$ cat config.mk
export PLATFORM = sky130hd
export DESIGN_NAME = memory_loader
export DESIGN_NICKNAME = d
export VERILOG_FILES = /design/src/rtl/memory_loader.sv
export SDC_FILE = /design/constraint.sdc
export NUM_CORES = 1
export LEC_CHECK = 0
export CORE_MARGIN = 5
export CORE_UTILIZATION = 55
export DETAILED_ROUTE_END_ITERATION = 10
export DONT_BUFFER_PORTS = 1
export GPL_TIMING_DRIVEN = 0
export PLACE_DENSITY = 0.81
export SYNTH_ARGS = -nofsm -noshare
export SYNTH_HDL_FRONTEND = slang
export SYNTH_SLANG_ARGS = --single-unit
$ cat constraint.sdc
create_clock -name clk -period 1.95 [get_ports clk]
set_clock_uncertainty 0.15 [all_clocks]
set_input_delay 0.195 -clock clk [delete_from_list [all_inputs] [get_ports clk]]
set_output_delay 0.195 -clock clk [all_outputs]
set_load 0.03 [all_outputs]
$ cat src/rtl/memory_loader.sv
// memory_loader: accepts WIDTH streamed words, writes them to a downstream memory, then drains it.
// Optional running checksum output is enabled by defining MEMORY_LOADER_CHECKSUM_EN.
module memory_loader #(
    parameter int WIDTH     = 128,
    parameter int LOG_WIDTH = 7,
    parameter int WORD      = 16
) (
    input  logic                 clk,
    input  logic                 rst,
    input  logic                 start,
    input  logic                 abort,
    input  logic                 s_valid,
    input  logic [WORD-1:0]      s_data,
    output logic                 s_ready,
    output logic                 mem_we,
    output logic                 mem_en,
    output logic [WORD-1:0]      mem_data,
    output logic [LOG_WIDTH-1:0] wr_cnt,
    output logic                 busy,
    output logic                 done
`ifdef MEMORY_LOADER_CHECKSUM_EN
    ,
    output logic [WORD-1:0]      checksum
`endif
);
    localparam logic [1:0] S_IDLE  = 2'd0;
    localparam logic [1:0] S_LOAD  = 2'd1;
    localparam logic [1:0] S_DRAIN = 2'd2;
    localparam logic [1:0] S_DONE  = 2'd3;

    localparam int WCW = LOG_WIDTH + 1;
    localparam logic [LOG_WIDTH:0]   LAST_WR = WCW'(WIDTH - 1);
    localparam logic [LOG_WIDTH-1:0] LAST_RD = LOG_WIDTH'(WIDTH - 1);

    logic [1:0]           r_state;
    logic [1:0]           w_next_state;
    logic [LOG_WIDTH:0]   r_wr_cnt;
    logic [LOG_WIDTH-1:0] r_rd_cnt;
    logic                 r_mem_we;
    logic [WORD-1:0]      r_mem_data;
    logic                 w_xfer;
    logic                 w_start_ok;
    logic                 w_rd_step;

    assign s_ready    = (r_state == S_LOAD);
    // An abort in the same cycle as a handshake discards that word entirely.
    assign w_xfer     = s_ready && s_valid && !abort;
    assign w_start_ok = (r_state == S_IDLE) && start && !abort;
    // The first DRAIN cycle still carries the final write, so reads wait it out.
    assign w_rd_step  = (r_state == S_DRAIN) && !r_mem_we;

    always_comb begin
        // NOTE: default assignment first so no path leaves w_next_state unassigned (no latch).
        w_next_state = r_state;
        if (abort) begin
            w_next_state = S_IDLE;
        end else begin
            case (r_state)
                S_IDLE:  if (start) w_next_state = S_LOAD;
                S_LOAD:  if (w_xfer && r_wr_cnt == LAST_WR) w_next_state = S_DRAIN;
                S_DRAIN: if (w_rd_step && r_rd_cnt == LAST_RD) w_next_state = S_DONE;
                default: w_next_state = S_IDLE;
            endcase
        end
    end

    // NOTE: non-blocking assignments for all registered state so every flop samples pre-edge values.
    always_ff @(posedge clk) begin
        if (rst) begin
            r_state    <= S_IDLE;
            r_wr_cnt   <= '0;
            r_rd_cnt   <= '0;
            r_mem_we   <= 1'b0;
            r_mem_data <= '0;
        end else begin
            r_state  <= w_next_state;
            r_mem_we <= w_xfer;
            if (w_start_ok) begin
                r_wr_cnt <= '0;
                r_rd_cnt <= '0;
            end else begin
                if (w_xfer)    r_wr_cnt <= r_wr_cnt + 1'b1;
                if (w_rd_step) r_rd_cnt <= r_rd_cnt + 1'b1;
            end
            if (w_xfer) r_mem_data <= s_data;
        end
    end

    assign mem_we   = r_mem_we;
    assign mem_en   = w_rd_step;
    assign mem_data = r_mem_data;
    assign wr_cnt   = r_wr_cnt[LOG_WIDTH-1:0];
    assign busy     = (r_state != S_IDLE);
    assign done     = (r_state == S_DONE);

`ifdef MEMORY_LOADER_CHECKSUM_EN
    logic [WORD-1:0] r_checksum;

    always_ff @(posedge clk) begin
        if (rst || w_start_ok) begin
            r_checksum <= '0;
        end else if (w_xfer) begin
            r_checksum <= r_checksum + s_data;
        end
    end

    assign checksum = r_checksum;
`endif

endmodule

Yosys cells after proc, flatten, opt, wreduce, memory -nomap -nowiden
Cells that the tools add are included.
{"block": "totals", "register_bits": 34, "input_bits": 21, "output_inout_bits": 28}
{"block": "op_classes", "addsub": 2, "eq_ne": 8, "mux": 4, "n_reduce_logical": 14}
{"operator": "adder 8 x 1 -> 8 bit (second input constant)", "n": 1}
{"operator": "== test 8 x 7 -> 1 bit (second input constant)", "n": 1}
{"operator": "adder 7 x 1 -> 7 bit (second input constant)", "n": 1}
{"operator": "== test 7 bit (second input constant)", "n": 1}
{"operator": "logical AND 1 bit", "n": 7}
{"operator": "two-way mux 2 bit", "n": 3}
{"operator": "one-hot mux 2 bit (3 select lines)", "n": 1}
{"operator": "== test 2 bit (second input constant)", "n": 2}
{"operator": "inequality test 2 x 1 -> 1 bit (second input constant)", "n": 2}
{"operator": "OR reduction 2 bit", "n": 2}
{"operator": "AND reduction 3 bit", "n": 1}
{"operator": "== test 2 x 1 -> 1 bit (second input constant)", "n": 1}
{"operator": "zero test 1 bit", "n": 2}
{"operator": "zero test 2 bit", "n": 1}
{"operator": "inequality test 2 bit (second input constant)", "n": 1}
{"operator": "nonzero test 2 bit", "n": 1}

Longest topological paths before layout
{"block": "depth", "ltp_word": 6, "mapped_depth": 7, "ltp_nobuf": 6}

Worst setup path before layout
No wires, ideal clock.
{"block": "synth_path", "kind": "register -> register", "from": "reg r_state[1]", "to": "reg r_state[0]", "setup_ns": 0.112, "arrival_time_ns": 1.785, "t_required_ns": 1.688, "path_slack_ns": -0.097, "path_stages_with_launch": 7, "n_path_buf": 0, "path_cell_list": "dfxtp_1 > inv_1 > ha_1 > nand3b_4 > o41ai_2 > o211ai_1 > a2111oi_1"}
{"block": "synth_between", "elab_chain_len": 6}
{"item": "start: declaration", "line": "35", "rtl": "logic [1:0] r_state;"}
{"item": "start signal: assignment", "line": "76", "rtl": "r_state <= w_next_state;"}
{"item": "== test 2 x 1 -> 1 bit *", "line": "45", "rtl": "assign s_ready = (r_state == S_LOAD);"}
{"item": "via s_ready", "line": "14", "rtl": "output logic s_ready,"}
{"item": "logical AND 1 bit (2 in a row)", "line": "47", "rtl": "assign w_xfer = s_ready && s_valid && !abort;"}
{"item": "logical AND 1 bit", "line": "60", "rtl": "S_LOAD: if (w_xfer && r_wr_cnt == LAST_WR) w_next_state = S_DRAIN;"}
{"item": "inequality test 2 x 1 -> 1 bit (no source line)"}
{"item": "AND reduction 3 bit (no source line)"}
Mark *: on every way through the listed nets, which the timed path passes. The rest lies on a longest branch.
A chain may end at the register's enable or synchronous reset.

Worst setup path in the final report
{"block": "layout_path", "from": "reg r_wr_cnt[1]", "to": "reg r_state[0]"}
{"block": "layout_between", "elab_chain_len": 4}
{"item": "start: declaration", "line": "37", "rtl": "logic [LOG_WIDTH:0] r_wr_cnt;"}
{"item": "start signal: assignment", "line": "82", "rtl": "if (w_xfer) r_wr_cnt <= r_wr_cnt + 1'b1;"}
{"item": "== test 8 x 7 -> 1 bit", "line": "60"}
{"item": "logical AND 1 bit", "line": "60"}
{"item": "inequality test 2 x 1 -> 1 bit (no source line)"}
{"item": "AND reduction 3 bit (no source line)"}
No other way between the ends.

==> results.cfg <==
[status]
status = finished, final reports clean

[clock_tree]
clk_latency_ns = 0.34
path_clk_slew_ns = 0.10
htree_levels = 2
cts_buffer_depth = 2
numCtsBuffers = 5
cts_tree = built
cts_sinks = 34
root_buffer = clkbuf_4

[flow_run]
max_cap_violations = 0

[power_and_ir_drop]
ir_drop_v = 0.000754
total_power_w = 0.00131
p_leak_nw = 0.705
p_per_area_mw_per_mm2 = 720

[floorplan]
initial_core_util_pct = 58.3
die_area_mm2 = 0.00378
num_rows = 18
boundaryPins = 49
core_mm2 = 0.00250
die_width_um = 61.5
fp.dieH_um = 61.5

[layout]
fillerInstances = 180
nets = 226
n_antenna_cell = 0
fin_cells = 230
layout.area.seq_um2 = 682
syn_to_final_growth_pct = 25.3
multi_input_area_um2 = 711
drive_gt1_share_pct = 14.0

[route]
drt_iter0_markers = 74
firstDrtPassIters = 4
via_per_inst = 5.63
vias = 1295
wl_per_cell_um = 16.0
routed_wl_um = 3680
final_antenna_net_count = 0
drc = 0

[worst_setup_path]
required_ns = 2.04
critPathArrivalTime_ns = 1.98
cpMaxStageDelayCell = dfxtp_1
cp_slowest_stage_delay_ns = 0.39
cp-end-kind = flip-flop
path_max_fanout = 4
critical_path.cell_chain = ha_1, nand3_2, o41ai_4, o211ai_1, a2111oi_2
worstSetupPathType = reg -> reg
cp-start-kind = flip-flop

[logic_synthesis]
ys_async_sr_fraction_pct = 0
synth-edff-count = 0
synth_cell_types = 27
yosysTopAreaCellShare_pct = 46.7
synth.cell_area_mm2 = 0.00146
syn_avg_cell_area_um2 = 8.52
synth_area_leaders = dfxtp_1 47%, nand2_1 11%, a21oi_1 6.5%
syn-num-nets = 198
netlist_instances = 171
synth_top_area_cell = dfxtp_1
yosysWarnings = 0
yosysSeqAreaShare_pct = 46.7
ys.flop_type = dfxtp_1
ys_seq_elements = 34

[global_routing]
grt_pass1_vias = 1285
grt_overflow = 0
grt_pass1_wl_um = 5850
track_usage_pct = 21.7
grt_start_max_net_pins = 11
antenna_found_initial = 0

[placed_design]
placed_cells = 201
port_buffers = 0
place_congestion = 0.748
dpl.hpwl_um = 2370
post-place-ws_ns = -0.287

[timing]
finalWorstSetupSlack_ns = 0.0596
period_share_pct = 96.9
fin_hold_ws_ns = 0.0400
rsz0062_at_grt = yes
slew_headroom_pct = 70.5
finalHoldViolCount = 0
tightest_slew_ns = 0.442
setup_viol = 0
fmax_mhz = 529
min_period_ns = 1.89
slew_viol_final = 0

[worst_hold_path]
hold_path_class = in -> reg
[synth_stat cells (all sizes together) (2+ instances only)]
cell,count
nand3,2
and3,3
mux2i,2
nor2,14
inv,4
xor2,8
a21oi,19
nand2,42
buf,8
o21ai,2
clkbuf,7
xnor2,3
dfxtp,34
nand4,5
ha,6
or3,2
[cell type report]
type / instances / share of cell area, %
clock buffer: 8 / 4.32
buffer: 15 / 5.14
inverter: 4 / 0.822
tap: 30 / 2.06
multi-input combinational: 118 / 38.9
timing repair buffer: 21 / 11.4
sequential: 34 / 37.4
[state kept, by name, indices dropped and copies added, names as in the netlist]
signal    cells
mem_data     16
r_wr_cnt      8
r_rd_cnt      7
r_state       2
mem_we        1
[cells in the final DEF (no fill, tap or decap), drive strengths merged, types with 3 or more instances in the layout]
master        n
nand2        42
dfxtp        34
dlygate4sd3  20
a21oi        19
clkbuf       15
nor2         14
buf           9
xor2          8
ha            6
nand4         5
inv           4
and3          3
xnor2         3
[per-layer routing]
| metal | wire length (um) | global-route usage [%] |
|---|---|---|
| met1 | 1310 | 21.7 |
| met2 | 1880 | 38.7 |
| met3 | 391 | 9.22 |
| met4 | 102 | 10.0 |
| met5 | 0 | 0 |
[stage by stage]
| stage | instance area, um^2 | util [%] | TNS [ns] |
|---|---|---|---|
| finish | 1830 | 73.0 | 0 |
| global route | 1830 | 73.0 | -0.134 |
| CTS | 1810 | 72.6 | -0.00634 |
| detailed placement | 1500 | 59.9 | -1.33 |
| global placement | 1500 | 59.9 | -0.135 |
| floorplan | 1460 | - | 0 |
[power breakdown]
group | total, W | switching [W] | internal, W
logic | 0.000117 | 0.0000602 | 0.0000568
clock network | 0.000476 | 0.000230 | 0.000246
registers | 0.000721 | 0.0000187 | 0.000702
total | 0.00131 | 0.000308 | 0.00101
[final timing paths]
check | from | endpoint | slack (ns) | cells after the start
max reg2reg | r_wr_cnt[1] | r_state[0] | 0.06 | 5
max | r_wr_cnt[1] | r_state[0] | 0.06 | 5
min | abort | r_wr_cnt[0] | 0.04 | 3
min reg2reg | r_wr_cnt[1] | r_wr_cnt[1] | 0.36 | 2
[timing repair]
item,CTS,global route
endpoints found under the hold margin,23,0
pin swaps,2,3
setup buffers,1,0
hold buffers,20,0
setup endpoints to repair,12,14
cloned,0,0
resized for setup,7,5
[logic make-up (layout without fill, tap and decap cells)]
family | count (synthesis) | in the layout | synth area share, %
simple gates | 73 | 73 | 22.7
flops | 34 | 34 | 46.7
compound gates | 26 | 26 | 10.7
buf+inv | 19 | 48 | 6.79
xor+xnor | 11 | 11 | 6.62
fa+ha+maj | 6 | 6 | 5.15
mux | 2 | 2 | 1.37
[critical path, delay by kind of cell, from the launching register on]
family | cells | cell delay [ns]
simple gates | 1 | 0.14
fa+ha+maj | 1 | 0.21
flops | 1 | 0.39
compound gates | 3 | 0.90
No activity file was read; power rests on OpenSTA's default activity.
